<file path="src/rtl/mc_ctrl_pkg.sv">
// Shared encodings for the multicycle MIPS control unit: states, opcodes,
// funct codes, ALU operations and data path select values.
package mc_ctrl_pkg;

    localparam logic [3:0] S_FETCH   = 4'd0;
    localparam logic [3:0] S_DECODE  = 4'd1;
    localparam logic [3:0] S_MEMADR  = 4'd2;
    localparam logic [3:0] S_MEMRD   = 4'd3;
    localparam logic [3:0] S_MEMWB   = 4'd4;
    localparam logic [3:0] S_MEMWR   = 4'd5;
    localparam logic [3:0] S_EXECUTE = 4'd6;
    localparam logic [3:0] S_ALUWB   = 4'd7;
    localparam logic [3:0] S_BRANCH  = 4'd8;
    localparam logic [3:0] S_ADDIEX  = 4'd9;
    localparam logic [3:0] S_ADDIWB  = 4'd10;
    localparam logic [3:0] S_JUMP    = 4'd11;

    localparam logic [5:0] OP_RTYPE = 6'b000000;
    localparam logic [5:0] OP_LW    = 6'b100011;
    localparam logic [5:0] OP_SW    = 6'b101011;
    localparam logic [5:0] OP_BEQ   = 6'b000100;
    localparam logic [5:0] OP_ADDI  = 6'b001000;
    localparam logic [5:0] OP_J     = 6'b000010;

    localparam logic [5:0] FUNCT_ADD = 6'b100000;
    localparam logic [5:0] FUNCT_SUB = 6'b100010;
    localparam logic [5:0] FUNCT_AND = 6'b100100;
    localparam logic [5:0] FUNCT_OR  = 6'b100101;
    localparam logic [5:0] FUNCT_SLT = 6'b101010;

    localparam logic [2:0] ALU_ADD = 3'b010;
    localparam logic [2:0] ALU_SUB = 3'b110;
    localparam logic [2:0] ALU_AND = 3'b000;
    localparam logic [2:0] ALU_OR  = 3'b001;
    localparam logic [2:0] ALU_SLT = 3'b111;

    localparam logic [1:0] ALUOP_ADD   = 2'b00;
    localparam logic [1:0] ALUOP_SUB   = 2'b01;
    localparam logic [1:0] ALUOP_FUNCT = 2'b10;

    localparam logic [1:0] PCSRC_ALU    = 2'b00;
    localparam logic [1:0] PCSRC_ALUOUT = 2'b01;
    localparam logic [1:0] PCSRC_JUMP   = 2'b10;

    localparam logic [1:0] SRCB_REGB  = 2'b00;
    localparam logic [1:0] SRCB_FOUR  = 2'b01;
    localparam logic [1:0] SRCB_IMM   = 2'b10;
    localparam logic [1:0] SRCB_IMMSH = 2'b11;

    typedef struct packed {
        logic       pc_write;
        logic [1:0] pc_src;
        logic       reg_write;
        logic       iord;
        logic       mem_write;
        logic       ir_write;
        logic       reg_dst;
        logic       mem_to_reg;
        logic       alu_src_a;
        logic [1:0] alu_src_b;
        logic       alu_en;
        logic       done;
    } ctrl_t;

    function automatic logic funct_supported(input logic [5:0] f);
        return (f == FUNCT_ADD) || (f == FUNCT_SUB) || (f == FUNCT_AND) ||
               (f == FUNCT_OR)  || (f == FUNCT_SLT);
    endfunction

endpackage

</file>
<file path="src/rtl/alu_decoder.sv">
// Maps ALUOp and the R-type funct field to the 3-bit ALU operation code.
module alu_decoder
    import mc_ctrl_pkg::*;
(
    input  logic [5:0] Funct,
    input  logic [1:0] ALUOp,
    output logic [2:0] ALUControl
);

    always_comb begin
        ALUControl = ALU_ADD;
        case (ALUOp)
            ALUOP_SUB: ALUControl = ALU_SUB;
            ALUOP_FUNCT: begin
                // Unknown funct codes fall back to add; the FSM treats them as NOPs
                case (Funct)
                    FUNCT_ADD: ALUControl = ALU_ADD;
                    FUNCT_SUB: ALUControl = ALU_SUB;
                    FUNCT_AND: ALUControl = ALU_AND;
                    FUNCT_OR:  ALUControl = ALU_OR;
                    FUNCT_SLT: ALUControl = ALU_SLT;
                    default:   ALUControl = ALU_ADD;
                endcase
            end
            default: ALUControl = ALU_ADD;
        endcase
    end

endmodule

</file>
<file path="src/rtl/multicycle_control.sv">
// Main control FSM for the multicycle MIPS data path, with a retire pulse
// and a retired-instruction counter for bring-up.
module multicycle_control
    import mc_ctrl_pkg::*;
#(
    parameter int CountWidth = 32
) (
    input  logic                  clk,
    input  logic                  reset,
    input  logic [5:0]            Op,
    input  logic [5:0]            Funct,
    input  logic                  Zero,
    output logic                  PCWrite,
    output logic [1:0]            PCSrc,
    output logic                  RegWrite,
    output logic                  IorD,
    output logic                  MemWrite,
    output logic                  IRWrite,
    output logic                  RegDst,
    output logic                  MemtoReg,
    output logic                  ALUSrcA,
    output logic [1:0]            ALUSrcB,
    output logic [2:0]            ALUControl,
    output logic [3:0]            state_o,
    output logic                  instr_done,
    output logic [CountWidth-1:0] instr_count
);

    logic [3:0]            state_q, state_d;
    logic [CountWidth-1:0] count_q, count_d;
    logic                  load_q, load_d;
    logic [1:0]            alu_op;
    logic [2:0]            alu_ctl;
    ctrl_t                 ctrl, ctrl_out;

    alu_decoder u_alu_decoder (
        .Funct      (Funct),
        .ALUOp      (alu_op),
        .ALUControl (alu_ctl)
    );

    // Op is only looked at in DECODE, so the lw/sw choice is remembered here
    // for the MEMADR transition.
    always_comb begin
        ctrl    = '0;
        alu_op  = ALUOP_ADD;
        state_d = S_FETCH;
        load_d  = load_q;
        case (state_q)
            S_FETCH: begin
                ctrl.ir_write  = 1'b1;
                ctrl.alu_src_b = SRCB_FOUR;
                ctrl.alu_en    = 1'b1;
                ctrl.pc_src    = PCSRC_ALU;
                ctrl.pc_write  = 1'b1;
                state_d        = S_DECODE;
            end
            S_DECODE: begin
                ctrl.alu_src_b = SRCB_IMMSH;
                ctrl.alu_en    = 1'b1;
                load_d         = (Op == OP_LW);
                case (Op)
                    OP_LW, OP_SW: state_d = S_MEMADR;
                    OP_RTYPE:     state_d = S_EXECUTE;
                    OP_BEQ:       state_d = S_BRANCH;
                    OP_ADDI:      state_d = S_ADDIEX;
                    OP_J:         state_d = S_JUMP;
                    default: begin
                        state_d   = S_FETCH;
                        ctrl.done = 1'b1;
                    end
                endcase
            end
            S_MEMADR: begin
                ctrl.alu_src_a = 1'b1;
                ctrl.alu_src_b = SRCB_IMM;
                ctrl.alu_en    = 1'b1;
                state_d        = load_q ? S_MEMRD : S_MEMWR;
            end
            S_MEMRD: begin
                ctrl.iord = 1'b1;
                state_d   = S_MEMWB;
            end
            S_MEMWB: begin
                ctrl.mem_to_reg = 1'b1;
                ctrl.reg_write  = 1'b1;
                ctrl.done       = 1'b1;
            end
            S_MEMWR: begin
                ctrl.iord      = 1'b1;
                ctrl.mem_write = 1'b1;
                ctrl.done      = 1'b1;
            end
            S_EXECUTE: begin
                ctrl.alu_src_a = 1'b1;
                ctrl.alu_src_b = SRCB_REGB;
                ctrl.alu_en    = 1'b1;
                if (funct_supported(Funct)) begin
                    alu_op  = ALUOP_FUNCT;
                    state_d = S_ALUWB;
                end else begin
                    ctrl.done = 1'b1;
                end
            end
            S_ALUWB: begin
                ctrl.reg_dst   = 1'b1;
                ctrl.reg_write = 1'b1;
                ctrl.done      = 1'b1;
            end
            S_BRANCH: begin
                ctrl.alu_src_a = 1'b1;
                ctrl.alu_src_b = SRCB_REGB;
                ctrl.alu_en    = 1'b1;
                alu_op         = ALUOP_SUB;
                ctrl.pc_src    = PCSRC_ALUOUT;
                ctrl.pc_write  = Zero;
                ctrl.done      = 1'b1;
            end
            S_ADDIEX: begin
                ctrl.alu_src_a = 1'b1;
                ctrl.alu_src_b = SRCB_IMM;
                ctrl.alu_en    = 1'b1;
                state_d        = S_ADDIWB;
            end
            S_ADDIWB: begin
                ctrl.reg_write = 1'b1;
                ctrl.done      = 1'b1;
            end
            S_JUMP: begin
                ctrl.pc_src   = PCSRC_JUMP;
                ctrl.pc_write = 1'b1;
                ctrl.done     = 1'b1;
            end
            default: state_d = S_FETCH;
        endcase
    end

    // Reset squashes every output combinationally so no write can slip out
    // in the cycle reset is asserted.
    assign ctrl_out = reset ? '0 : ctrl;

    assign PCWrite    = ctrl_out.pc_write;
    assign PCSrc      = ctrl_out.pc_src;
    assign RegWrite   = ctrl_out.reg_write;
    assign IorD       = ctrl_out.iord;
    assign MemWrite   = ctrl_out.mem_write;
    assign IRWrite    = ctrl_out.ir_write;
    assign RegDst     = ctrl_out.reg_dst;
    assign MemtoReg   = ctrl_out.mem_to_reg;
    assign ALUSrcA    = ctrl_out.alu_src_a;
    assign ALUSrcB    = ctrl_out.alu_src_b;
    assign ALUControl = ctrl_out.alu_en ? alu_ctl : 3'b000;
    assign instr_done = ctrl_out.done;
    assign state_o    = state_q;

    assign count_d     = count_q + {{(CountWidth-1){1'b0}}, instr_done};
    assign instr_count = count_q;

    always_ff @(posedge clk or posedge reset) begin
        if (reset) begin
            state_q <= S_FETCH;
            count_q <= '0;
            load_q  <= 1'b0;
        end else begin
            state_q <= state_d;
            count_q <= count_d;
            load_q  <= load_d;
        end
    end

endmodule

</file>
<file path="config.mk">
export PLATFORM = sky130hd
export DESIGN_NAME = multicycle_control
export DESIGN_NICKNAME = d
export VERILOG_FILES = /design/src/rtl/mc_ctrl_pkg.sv /design/src/rtl/alu_decoder.sv /design/src/rtl/multicycle_control.sv
export SDC_FILE = /design/constraint.sdc
export NUM_CORES = 1
export LEC_CHECK = 0
export CAP_MARGIN = 25
export CORE_MARGIN = 8
export CORE_UTILIZATION = 50
export CTS_CLUSTER_SIZE = 25
export DETAILED_ROUTE_END_ITERATION = 8
export PLACE_DENSITY = 0.91
export SKIP_LAST_GASP = 1
export SLEW_MARGIN = 0
export SYNTH_ARGS = -nofsm -noshare
export SYNTH_HDL_FRONTEND = slang
export SYNTH_SLANG_ARGS = --single-unit
</file>
<file path="constraint.sdc">
create_clock -name clk -period 5.6 [get_ports clk]
set_clock_uncertainty 0.05 [all_clocks]
set_input_delay 1.12 -clock clk [delete_from_list [all_inputs] [get_ports clk]]
set_output_delay 1.12 -clock clk [all_outputs]
set_load 0.01 [all_outputs]
</file>
# == Word level (Yosys, flattened, before mapping) ==
# Index checks and enable logic that the tools add are counted.
# classes
add_sub_neg,1
eq_ne,23
n_mux,22
n_reduce_logical,14
# ops
op,count
$eq 6x6->1 const B,7
$add 32x1->32,1
$pmux 3 s4,2
$pmux 4 s6,1
$pmux 4 s5,1
$eq 4x3->1 const B,4
$eq 4x4->1 const B,4
$mux 14,1
$reduce_or 6->1,2
$mux 1,9
$mux 3,3
$pmux 3 s3,1
$eq 4x2->1 const B,2
$reduce_or 2->1,4
$eq 6x2->1 const B,1
$eq 6x3->1 const B,1
$eq 6x4->1 const B,1
$logic_not 6->1,1
$pmux 3 s2,1
$eq 4x1->1 const B,1
$logic_not 4->1,1
$logic_or 1x1->1,4
$pmux 2 s2,1
$reduce_or 4->1,1
other kinds (5),5
# word_totals
register_bits,37
input_bits,15
out_inout_bits,52
word_cells,63

# == Longest topological paths before layout ==
# Gate-level depths: netlist (run 1).
# depth
ltp_word,10
depth_mapped,11
mapped_depth_nobuf,9

# == Modules after synthesis ==
# Synthesis (run 1) repeated with hierarchy kept, for this count alone.
# unflattened
cells_unflattened,220
area_unflattened_um2,2219.6
# modules_own_cells
mod,n_inst,cells_per_inst,area_each_um2
multicycle_control,1,205,2100.8
alu_decoder,1,15,118.9

# == Least setup slack after synthesis (run 1) ==
# OpenSTA, ideal clock, no wires.
# synth_timing
kind,input -> output
startpoint,input reset
endpoint,output ALUControl[0]
t_arrival_ps,2773
required_ps,4430
slack_ps,1657
path_stages,3
path_buffers,0
cell_sequence,inv_1 > o21ai_0 > nor4_1
# synth_via
elab_chain_len,2
# synth_rtl
element,line,rtl
from (decl),multicycle_control.sv:9,"input logic reset,"
$mux 14,multicycle_control.sv:140,assign ctrl_out = reset ? '0 : ctrl;
$mux 3,multicycle_control.sv:152,assign ALUControl = ctrl_out.alu_en ? alu_ctl : 3'b000;
to (decl),multicycle_control.sv:23,"output logic [2:0] ALUControl,"
# Every way passes these cells.

# == Worst setup path in the final report (run 1) ==
# layout_timing
startpoint,input Funct[2]
endpoint,output ALUControl[0]
# layout_via
elab_chain_len,10
elab_cells_between_ends,16
# layout_rtl
element,line,rtl
from (decl),multicycle_control.sv:11,"input logic [5:0] Funct,"
"$eq 6x6->1, on equally long branches","mc_ctrl_pkg.sv:66, alu_decoder.sv:16",
$logic_or 1x1->1 (3 in series),mc_ctrl_pkg.sv:66,return (f == FUNCT_ADD) || (f == FUNCT_SUB) || (f == FUNCT_AND) ||
$logic_or 1x1->1,mc_ctrl_pkg.sv:67,(f == FUNCT_OR) || (f == FUNCT_SLT);
$mux 2,multicycle_control.sv:98,if (funct_supported(Funct)) begin
$pmux 2 s2,multicycle_control.sv:49,case (state_q)
$eq 2x2->1 or $eq 2x1->1 (tied branches),alu_decoder.sv:12,case (ALUOp)
$pmux 3 s2 *,alu_decoder.sv:12,
$mux 3 *,multicycle_control.sv:152,
# Every way passes the cells marked *; elsewhere a longest branch is shown, timed or not.

==> tab_implementation.tex, run 1 <==
\begin{tabular}{lr}
\hline
Metric & Value \\
\hline
\multicolumn{2}{l}{\textbf{Logic synthesis}} \\
\quad Post-synthesis instance area & 2093 um\^{}2 \\
\quad Top-area cell type share of the netlist area & between 40\% and 50\% \\
\quad Register bit count reported by yosys & 37 \\
\quad Gate count after technology mapping & between 200 and 250 \\
\quad Cell types occupying the most area after synthesis & sky130\_fd\_sc\_hd\_\_dfrtp\_1 (44\%), sky130\_fd\_sc\_hd\_\_xnor2\_1 (8.8\%), sky130\_fd\_sc\_hd\_\_xor2\_1 (5.0\%) \\
\quad Count of unique library cells instantiated by Yosys & 38 \\
\quad Avg Cell Area, Syn & 9.646 um\^{}2 \\
\quad Synth Net Count & roughly 240 \\
\quad Sequential cell area fraction in the yosys report & between 40 and 50\% \\
\quad Largest area contributor in the netlist & sky130\_fd\_sc\_hd\_\_dfrtp\_1 \\
\quad Warning count from the yosys run & 0 \\
\multicolumn{2}{l}{\textbf{Critical path}} \\
\quad Data arrival at the endpoint of the critical path & around 3.5 ns \\
\quad Kind of launch point of the worst setup path & primary input \\
\quad Length in cells of the worst reg-to-reg path & 9 \\
\quad Critical Path End Type & primary output \\
\quad Reg2Reg Setup Slack & 2.15 ns \\
\quad Startpoint of the lowest-slack register-to-register path & state\_o[1] \\
\quad Launch point of the worst path & Funct[2] \\
\quad Crit-path max FO & 4 \\
\quad Data required, critical path & around 4.4 ns \\
\quad Worst Setup Path Type & in -> out \\
\quad Capturing point of the worst reg2reg path & instr\_count[29] \\
\multicolumn{2}{l}{\textbf{Worst hold path}} \\
\quad End of the worst hold path & instr\_count[31] \\
\quad HP Class & reg -> reg \\
\quad Number of cells on the worst hold path & 1 \\
\quad Hold path startpoint & instr\_count[31] \\
\multicolumn{2}{l}{\textbf{Flow run}} \\
\quad Number of max-cap violations & 0 \\
\multicolumn{2}{l}{\textbf{GRT}} \\
\quad All-layer global routing usage & 17.28\% \\
\quad Number of antenna violations at the first check in global routing & 0 \\
\quad Wire length of the first global-routing pass & approximately 8900 um \\
\quad Vias in the first global route & 1781 \\
\quad Largest net degree at the start of global routing & between 40 and 50 \\
\quad Remaining global-route overflow & 0 \\
\multicolumn{2}{l}{\textbf{Timing}} \\
\quad Transition time of the tightest slew-check pin & between 0.8 and 0.9 ns \\
\quad Max frequency & about 210 MHz \\
\quad Setup repair after global routing missed its margin & no \\
\quad Final hold vios & 0 \\
\quad Slew Viols, Final & 0 \\
\quad Post-Route Setup TNS & 0 ns \\
\quad Part of the cycle the worst path needs & a little over four fifths \\
\quad Max-Slew Margin vs Limit & a little over two fifths \\
\quad Min Tclk post-route & approximately 4.7 ns \\
\quad Setup violation total in the final timing report & 0 \\
\multicolumn{2}{l}{\textbf{Finish}} \\
\quad Post-route core utilization & roughly 72\% \\
\quad Most common cell after layout, fill and taps aside & sky130\_fd\_sc\_hd\_\_clkdlybuf4s50\_1 \\
\quad Number of nets in the finished design & 303 \\
\quad Fraction of final layout cells sized beyond drive strength 1 & under 10\% \\
\quad Most frequent cells in the layout & sky130\_fd\_sc\_hd\_\_clkdlybuf4s50\_1 (66), sky130\_fd\_sc\_hd\_\_dfrtp\_1 (37), sky130\_fd\_sc\_hd\_\_xnor2\_1 (21) \\
\quad Final cell area excluding filler cells & roughly 2900 um\^{}2 \\
\quad Count of filler cells inserted in the layout & around 310 \\
\quad Ant. Diodes & 0 \\
\quad Syn-to-layout area delta & 38.55\% \\
\multicolumn{2}{l}{\textbf{Die}} \\
\quad Initial cell density of the core & between 50\% and 60\% \\
\quad Die outline area & around 6500 um\^{}2 \\
\quad Horizontal die dimension & just over 80 um \\
\quad Core region area & between 4000 and 5000 um\^{}2 \\
\quad Number of standard-cell rows in the floorplan & 23 \\
\quad Chip Height & a little over 80 um \\
\quad Number of primary I/O pins & 67 \\
\multicolumn{2}{l}{\textbf{CTS}} \\
\quad Number of CTS-inserted buffers & 5 \\
\quad Hold buffer count at CTS & 0 \\
\quad Reg clk slew, reported paths & around 0.070 ns \\
\quad Number of buffers between clock root and the deepest sink & 2 \\
\quad Clock network latency to the later pin of the worst-skew pair & approximately 0.28 ns \\
\quad Root Buffer & sky130\_fd\_sc\_hd\_\_clkbuf\_8 \\
\quad Number of post-CTS setup repair buffers & 0 \\
\quad CTS resizes & 0 \\
\quad Number of clock sinks & 37 \\
\quad Maximum level of the CTS H-tree & 2 \\
\quad CTS tree & built \\
\multicolumn{2}{l}{\textbf{Routing}} \\
\quad WL per Instance & about 16 um \\
\quad Iteration-0 DRC Markers & 233 \\
\quad Total wirelength of the detailed-routed design & 5330 um \\
\quad \# DRC & 0 \\
\quad Count of TritonRoute iterations in the first routing pass & 4 \\
\quad Per-cell via count in the routed design & 5.573 \\
\quad Via count & 1867 \\
\quad Detail Route Antenna Nets & 0 \\
\multicolumn{2}{l}{\textbf{Place}} \\
\quad Post-detail-place hpwl & roughly 4000 um \\
\quad Quantity of I/O buffers inserted on ports & 66 \\
\quad Placed cell area & around 2800 um\^{}2 \\
\quad RD Place Congestion & 0.8446 \\
\multicolumn{2}{l}{\textbf{Pwr}} \\
\quad Lkg Pwr & about 1.2 nW \\
\quad Peak supply drop & 0.0003014 V \\
\quad Overall power consumption & 0.7634 mW \\
\quad Power per unit of standard cell area & about 260 nW/um\^{}2 \\
\multicolumn{2}{l}{\textbf{Run status}} \\
\quad Result of the run & finished clean \\
\hline
\end{tabular}
==> per-layer routing <==
layer  up-vias  track usage, %  routed length, um
li1        912               -                  -
met1       901           22.31               2331
met2        49           27.99               2643
met3         5           4.129                313
met4         0           5.179                 42
met5         -               0                  0
==> area by class of cell <==
class                   count  area [um^2]  area share, %
clock buffers               7        96.34          3.322
clock inverters             1        5.005         0.1726
inverters                   7        26.28         0.9060
multi-input cells         165         1109          38.22
flip-flops and latches     37        925.9          31.92
well taps                  50        62.56          2.157
repair buffers             68        675.6          23.30
==> synth_stat cells <==
master	number
sky130_fd_sc_hd__or4_1	1
sky130_fd_sc_hd__or2_2	1
sky130_fd_sc_hd__mux2_2	2
sky130_fd_sc_hd__nor2_1	13
sky130_fd_sc_hd__nand2_1	14
sky130_fd_sc_hd__mux2i_1	1
sky130_fd_sc_hd__o21a_1	1
sky130_fd_sc_hd__o21ai_0	5
sky130_fd_sc_hd__or3_1	1
sky130_fd_sc_hd__or2_1	1
sky130_fd_sc_hd__o22a_1	1
sky130_fd_sc_hd__and2_1	5
sky130_fd_sc_hd__xor2_1	12
sky130_fd_sc_hd__nor2b_1	3
sky130_fd_sc_hd__a22oi_1	2
sky130_fd_sc_hd__nand4_1	13
sky130_fd_sc_hd__and4_1	2
sky130_fd_sc_hd__o311ai_0	1
sky130_fd_sc_hd__nand4_2	1
sky130_fd_sc_hd__nor4_1	5
sky130_fd_sc_hd__nor3b_1	2
sky130_fd_sc_hd__o211ai_1	2
sky130_fd_sc_hd__ha_1	4
sky130_fd_sc_hd__nand3_1	16
sky130_fd_sc_hd__nand2b_1	4
sky130_fd_sc_hd__a21boi_0	1
sky130_fd_sc_hd__dfrtp_1	37
sky130_fd_sc_hd__clkbuf_1	6
sky130_fd_sc_hd__a31oi_1	1
sky130_fd_sc_hd__and3_1	4
sky130_fd_sc_hd__a21o_1	1
sky130_fd_sc_hd__a21oi_1	3
sky130_fd_sc_hd__inv_1	7
sky130_fd_sc_hd__buf_2	2
sky130_fd_sc_hd__nor3_1	11
sky130_fd_sc_hd__xnor2_1	21
sky130_fd_sc_hd__nor4_2	5
sky130_fd_sc_hd__a211oi_1	5
==> sequential cells by signal, indices dropped and copies added, names as in the netlist <==
signal / count
instr_count: 32
load_q: 1
state_o: 4
==> where the power goes <==
part	switching, mW	internal (mW)
registers	0.0509	0.293
logic	0.0987	0.120
clock network	0.0892	0.111
total	0.239	0.525
==> stage by stage <==
stage,std cells,setup WS (ns),hold slack (ns)
floorplan,217,1.657,0.4528
global placement,327,0.9462,0.4046
CTS,335,0.8744,0.4223
global route,335,0.7344,0.4436
finish,335,0.8903,0.4163
detailed placement,327,0.8808,0.4099
==> critical path, stage by stage <==
cell and delay, ns:
sky130_fd_sc_hd__clkdlybuf4s50_1 0.51, sky130_fd_sc_hd__mux2i_1 0.27, sky130_fd_sc_hd__nand4_1 0.13, sky130_fd_sc_hd__or2_2 0.34, sky130_fd_sc_hd__ha_1 0.31, sky130_fd_sc_hd__nor4_1 0.28
sky130_fd_sc_hd__clkdlybuf4s50_1 0.58
==> kinds of logic (layout without fill, tap and decap cells) <==
kind of cell    after synthesis  in the layout  share of synthesized area, %
simple gates                102            102                         27.85
flops                        37             37                         44.23
xor+xnor                     33             33                         13.81
compound gates               23             23                         7.352
buf+inv                      15             83                         2.809
fa+ha+maj                     4              4                         2.391
mux                           3              3                         1.554
==> worst max-delay path by stage <==
stage | slack [ns] | depth (start not counted) | end
after floorplan | 1.66 | 3 | ALUControl[0]
after global placement | 0.95 | 7 | ALUControl[0]
after detailed placement | 0.88 | 7 | ALUControl[0]
after CTS | 0.87 | 7 | ALUControl[0]
after global routing | 0.73 | 7 | ALUControl[0]
final | 0.89 | 7 | ALUControl[0]
Note: power is estimated with default switching activity, not from simulation.
==> inputs of run 2 (changes only) <==
--- a/config.mk
+++ b/config.mk
@@ -7,10 +7,10 @@
 export LEC_CHECK = 0
 export CAP_MARGIN = 25
 export CORE_MARGIN = 8
-export CORE_UTILIZATION = 50
+export CORE_UTILIZATION = 46
 export CTS_CLUSTER_SIZE = 25
 export DETAILED_ROUTE_END_ITERATION = 8
-export PLACE_DENSITY = 0.91
+export PLACE_DENSITY = 0.85
 export SKIP_LAST_GASP = 1
 export SLEW_MARGIN = 0
 export SYNTH_ARGS = -nofsm -noshare
==> constraint.sdc (replaced) <==
create_clock -name clk -period 4.57 [get_ports clk]
set_clock_uncertainty 0.05 [all_clocks]
set_input_delay 0.914 -clock clk [delete_from_list [all_inputs] [get_ports clk]]
set_output_delay 0.914 -clock clk [all_outputs]
set_load 0.01 [all_outputs]
==> run 2 against run 1 <==
Wire length decreased by 2.9%. Core utilization decreased by 5.6 points. Register-to-register slack got worse by 0.99 ns. Largest cell class unchanged. Non-clock buffer count increased by 3. Flip-flop and latch count unchanged. Total power increased by 20%.
==> tab_implementation.tex, run 2 (synthesis results as in run 1) <==
\begin{tabular}{lr}
\hline
Metric & Value \\
\hline
\multicolumn{2}{l}{\textbf{Run status}} \\
\quad Result of the run & finished clean \\
\multicolumn{2}{l}{\textbf{Routing}} \\
\quad Detail Route Antenna Nets & 0 (unchanged) \\
\quad Count of TritonRoute iterations in the first routing pass & 4 (unchanged) \\
\quad Per-cell via count in the routed design & 5.522 (-0.92\%) \\
\quad Iteration-0 DRC Markers & 67 (-71\%) \\
\quad Via count & 1872 (+0.27\%) \\
\quad Total wirelength of the detailed-routed design & 5174 um (-2.9\%) \\
\quad \# DRC & 0 (unchanged) \\
\quad WL per Instance & 15.26 um (-4.1\%) \\
\multicolumn{2}{l}{\textbf{Timing}} \\
\quad Post-Route Setup TNS & 0 ns (unchanged) \\
\quad Transition time of the tightest slew-check pin & 0.8693 ns (+0.005879 ns) \\
\quad Max frequency & about 230 MHz \\
\quad Min Tclk post-route & $\sim$4.3 ns \\
\quad Slew Viols, Final & 0 (unchanged) \\
\quad Setup repair after global routing missed its margin & no \\
\quad Setup violation total in the final timing report & 0 (unchanged) \\
\quad Max-Slew Margin vs Limit & 41.60\% (-0.39 points) \\
\quad Final hold vios & 0 (unchanged) \\
\quad Part of the cycle the worst path needs & 93.94\% \\
\multicolumn{2}{l}{\textbf{GRT}} \\
\quad Wire length of the first global-routing pass & 8901 um (about the same) \\
\quad All-layer global routing usage & 15.22\% (-2.1 points) \\
\quad Vias in the first global route & 1828 (+2.6\%) \\
\quad Number of antenna violations at the first check in global routing & 0 (unchanged) \\
\quad Remaining global-route overflow & 0 (unchanged) \\
\quad Largest net degree at the start of global routing & 28 (-32\%) \\
\multicolumn{2}{l}{\textbf{CTS}} \\
\quad Hold buffer count at CTS & 0 (unchanged) \\
\quad CTS tree & built \\
\quad Maximum level of the CTS H-tree & 2 (unchanged) \\
\quad CTS resizes & 0 (unchanged) \\
\quad Root Buffer & sky130\_fd\_sc\_hd\_\_clkbuf\_8 \\
\quad Number of post-CTS setup repair buffers & 0 (unchanged) \\
\quad Number of CTS-inserted buffers & 5 (unchanged) \\
\quad Clock network latency to the later pin of the worst-skew pair & 0.28 ns (about the same) \\
\quad Number of buffers between clock root and the deepest sink & 2 (unchanged) \\
\quad Reg clk slew, reported paths & 0.07 ns (about the same) \\
\quad Number of clock sinks & 37 (unchanged) \\
\multicolumn{2}{l}{\textbf{Critical path}} \\
\quad Crit-path max FO & 4 (unchanged) \\
\quad Worst Setup Path Type & in -> out \\
\quad Cell mode on critical path & sky130\_fd\_sc\_hd\_\_clkdlybuf4s50\_1 \\
\quad Critical Path End Type & primary output \\
\quad Kind of launch point of the worst setup path & primary input \\
\quad Data required, critical path & 3.61 ns (-0.82 ns) \\
\quad Highest-delay cell along the critical path & sky130\_fd\_sc\_hd\_\_clkdlybuf4s50\_1 \\
\quad Worst path cell trace & clkdlybuf4s50\_1, mux2i\_1, nand4\_1, or2\_2, ha\_1, nor4\_1, clkdlybuf4s50\_1 \\
\quad Largest stage delay, worst path & 0.58 ns (about the same) \\
\quad Reg2Reg Setup Slack & 1.16 ns (-0.99 ns) \\
\quad Data arrival at the endpoint of the critical path & 3.33 ns (-0.21 ns) \\
\multicolumn{2}{l}{\textbf{Die}} \\
\quad Number of standard-cell rows in the floorplan & 24 (+4.3\%) \\
\quad Number of primary I/O pins & 67 (unchanged) \\
\quad Chip Height & 83.46 um (+3.4\%) \\
\quad Die outline area & 6965 um\^{}2 (+6.9\%) \\
\quad Core region area & 4384 um\^{}2 (+8.8\%) \\
\quad Horizontal die dimension & 83.46 um (+3.4\%) \\
\quad Initial cell density of the core & 47.75\% (-4.2 points) \\
\multicolumn{2}{l}{\textbf{Finish}} \\
\quad Ant. Diodes & 0 (unchanged) \\
\quad Syn-to-layout area delta & 39.03\% \\
\quad Storage element area & 925.9 um\^{}2 (unchanged) \\
\quad Count of filler cells inserted in the layout & 349 (+12\%) \\
\quad Number of nets in the finished design & 306 (+0.99\%) \\
\quad Most common cell after layout, fill and taps aside & sky130\_fd\_sc\_hd\_\_clkdlybuf4s50\_1 \\
\quad Post-route core utilization & 66.38\% (-5.6 points) \\
\quad Flip-flop count of the largest register, all copies and words added & 32 (unchanged) \\
\quad Fraction of final layout cells sized beyond drive strength 1 & 6.969\% (+0.30 points) \\
\quad Multi-input gate area in the final layout & 1109 um\^{}2 (unchanged) \\
\quad Most frequent cells in the layout & sky130\_fd\_sc\_hd\_\_clkdlybuf4s50\_1 (66), sky130\_fd\_sc\_hd\_\_dfrtp\_1 (37), sky130\_fd\_sc\_hd\_\_xnor2\_1 (21) \\
\multicolumn{2}{l}{\textbf{Place}} \\
\quad Quantity of I/O buffers inserted on ports & 66 (unchanged) \\
\quad Post-detail-place hpwl & 4048 um (+0.75\%) \\
\quad RD Place Congestion & 0.8198 (-2.9\%) \\
\multicolumn{2}{l}{\textbf{Pwr}} \\
\quad Overall power consumption & 0.9149 mW (+20\%) \\
\quad Peak supply drop & 0.0002541 V (-16\%) \\
\quad Power per unit of standard cell area & 314.4 nW/um\^{}2 (+19\%) \\
\quad Lkg Pwr & 1.201 nW (+0.40\%) \\
\multicolumn{2}{l}{\textbf{Worst hold path}} \\
\quad HP Class & reg -> reg \\
\multicolumn{2}{l}{\textbf{Flow run}} \\
\quad Number of max-cap violations & 0 (unchanged) \\
\hline
\end{tabular}
## run 2: cell types whose count changed in the layout (fill, tap and decap cells not counted), sizes merged
cell	delta
buf	+3
clkinv	-1
## run 2: power breakdown
group | internal [mW] | switching [mW] | leakage [nW]
clock network | 0.120 | 0.106 | 0.0443
registers | 0.359 | 0.0617 | 0.505
logic | 0.149 | 0.120 | 0.652
## run 2: final cells by class
type                            instances  share of cell area (%)
Tap cell                               52                   2.236
Inverter                                7                  0.9028
Timing Repair Buffer                   71                   23.99
Multi-Input combinational cell        165                   38.09
Clock buffer                            7                   2.966
Sequential cell                        37                   31.81
## run 2: per-stage QoR
stage / instance area [um^2] / std cells / hold WS [ns] / setup WS [ns]
2_1_floorplan: 2093 / 217 / 0.4528 / 1.039
5_1_grt: 2910 / 339 / 0.4603 / 0.1528
6_report: 2910 / 339 / 0.4294 / 0.2770
4_1_cts: 2910 / 339 / 0.4345 / 0.2683
3_3_place_gp: 2824 / 332 / 0.4056 / 0.3380
3_5_place_dp: 2824 / 332 / 0.4238 / 0.2700
## run 2: worst max-delay path, delay by kind of cell
| family | cells | cell delay [ns] |
|---|---|---|
| fa+ha+maj | 1 | 0.32 |
| buf+inv | 2 | 1.10 |
| mux | 1 | 0.25 |
| simple gates | 3 | 0.75 |
## run 2: final timing paths
path                                  from              end  depth (start not counted)
min                        instr_count[31]  instr_count[31]                          1
min in group asynchronous            reset       state_o[0]                          4
min reg2reg                instr_count[31]  instr_count[31]                          1
max                               Funct[2]    ALUControl[0]                          7
max in group asynchronous            reset  instr_count[19]                          4
max reg2reg                     state_o[1]  instr_count[31]                          9
## run 2: layer usage
layer | vias up | global-route usage (%) | routed length (um)
li1 | 918 | - | -
met1 | 903 | 18.22 | 2264
met2 | 45 | 25.25 | 2570
met3 | 6 | 5.469 | 287
met4 | 0 | 3.768 | 51
met5 | - | 0 | 0
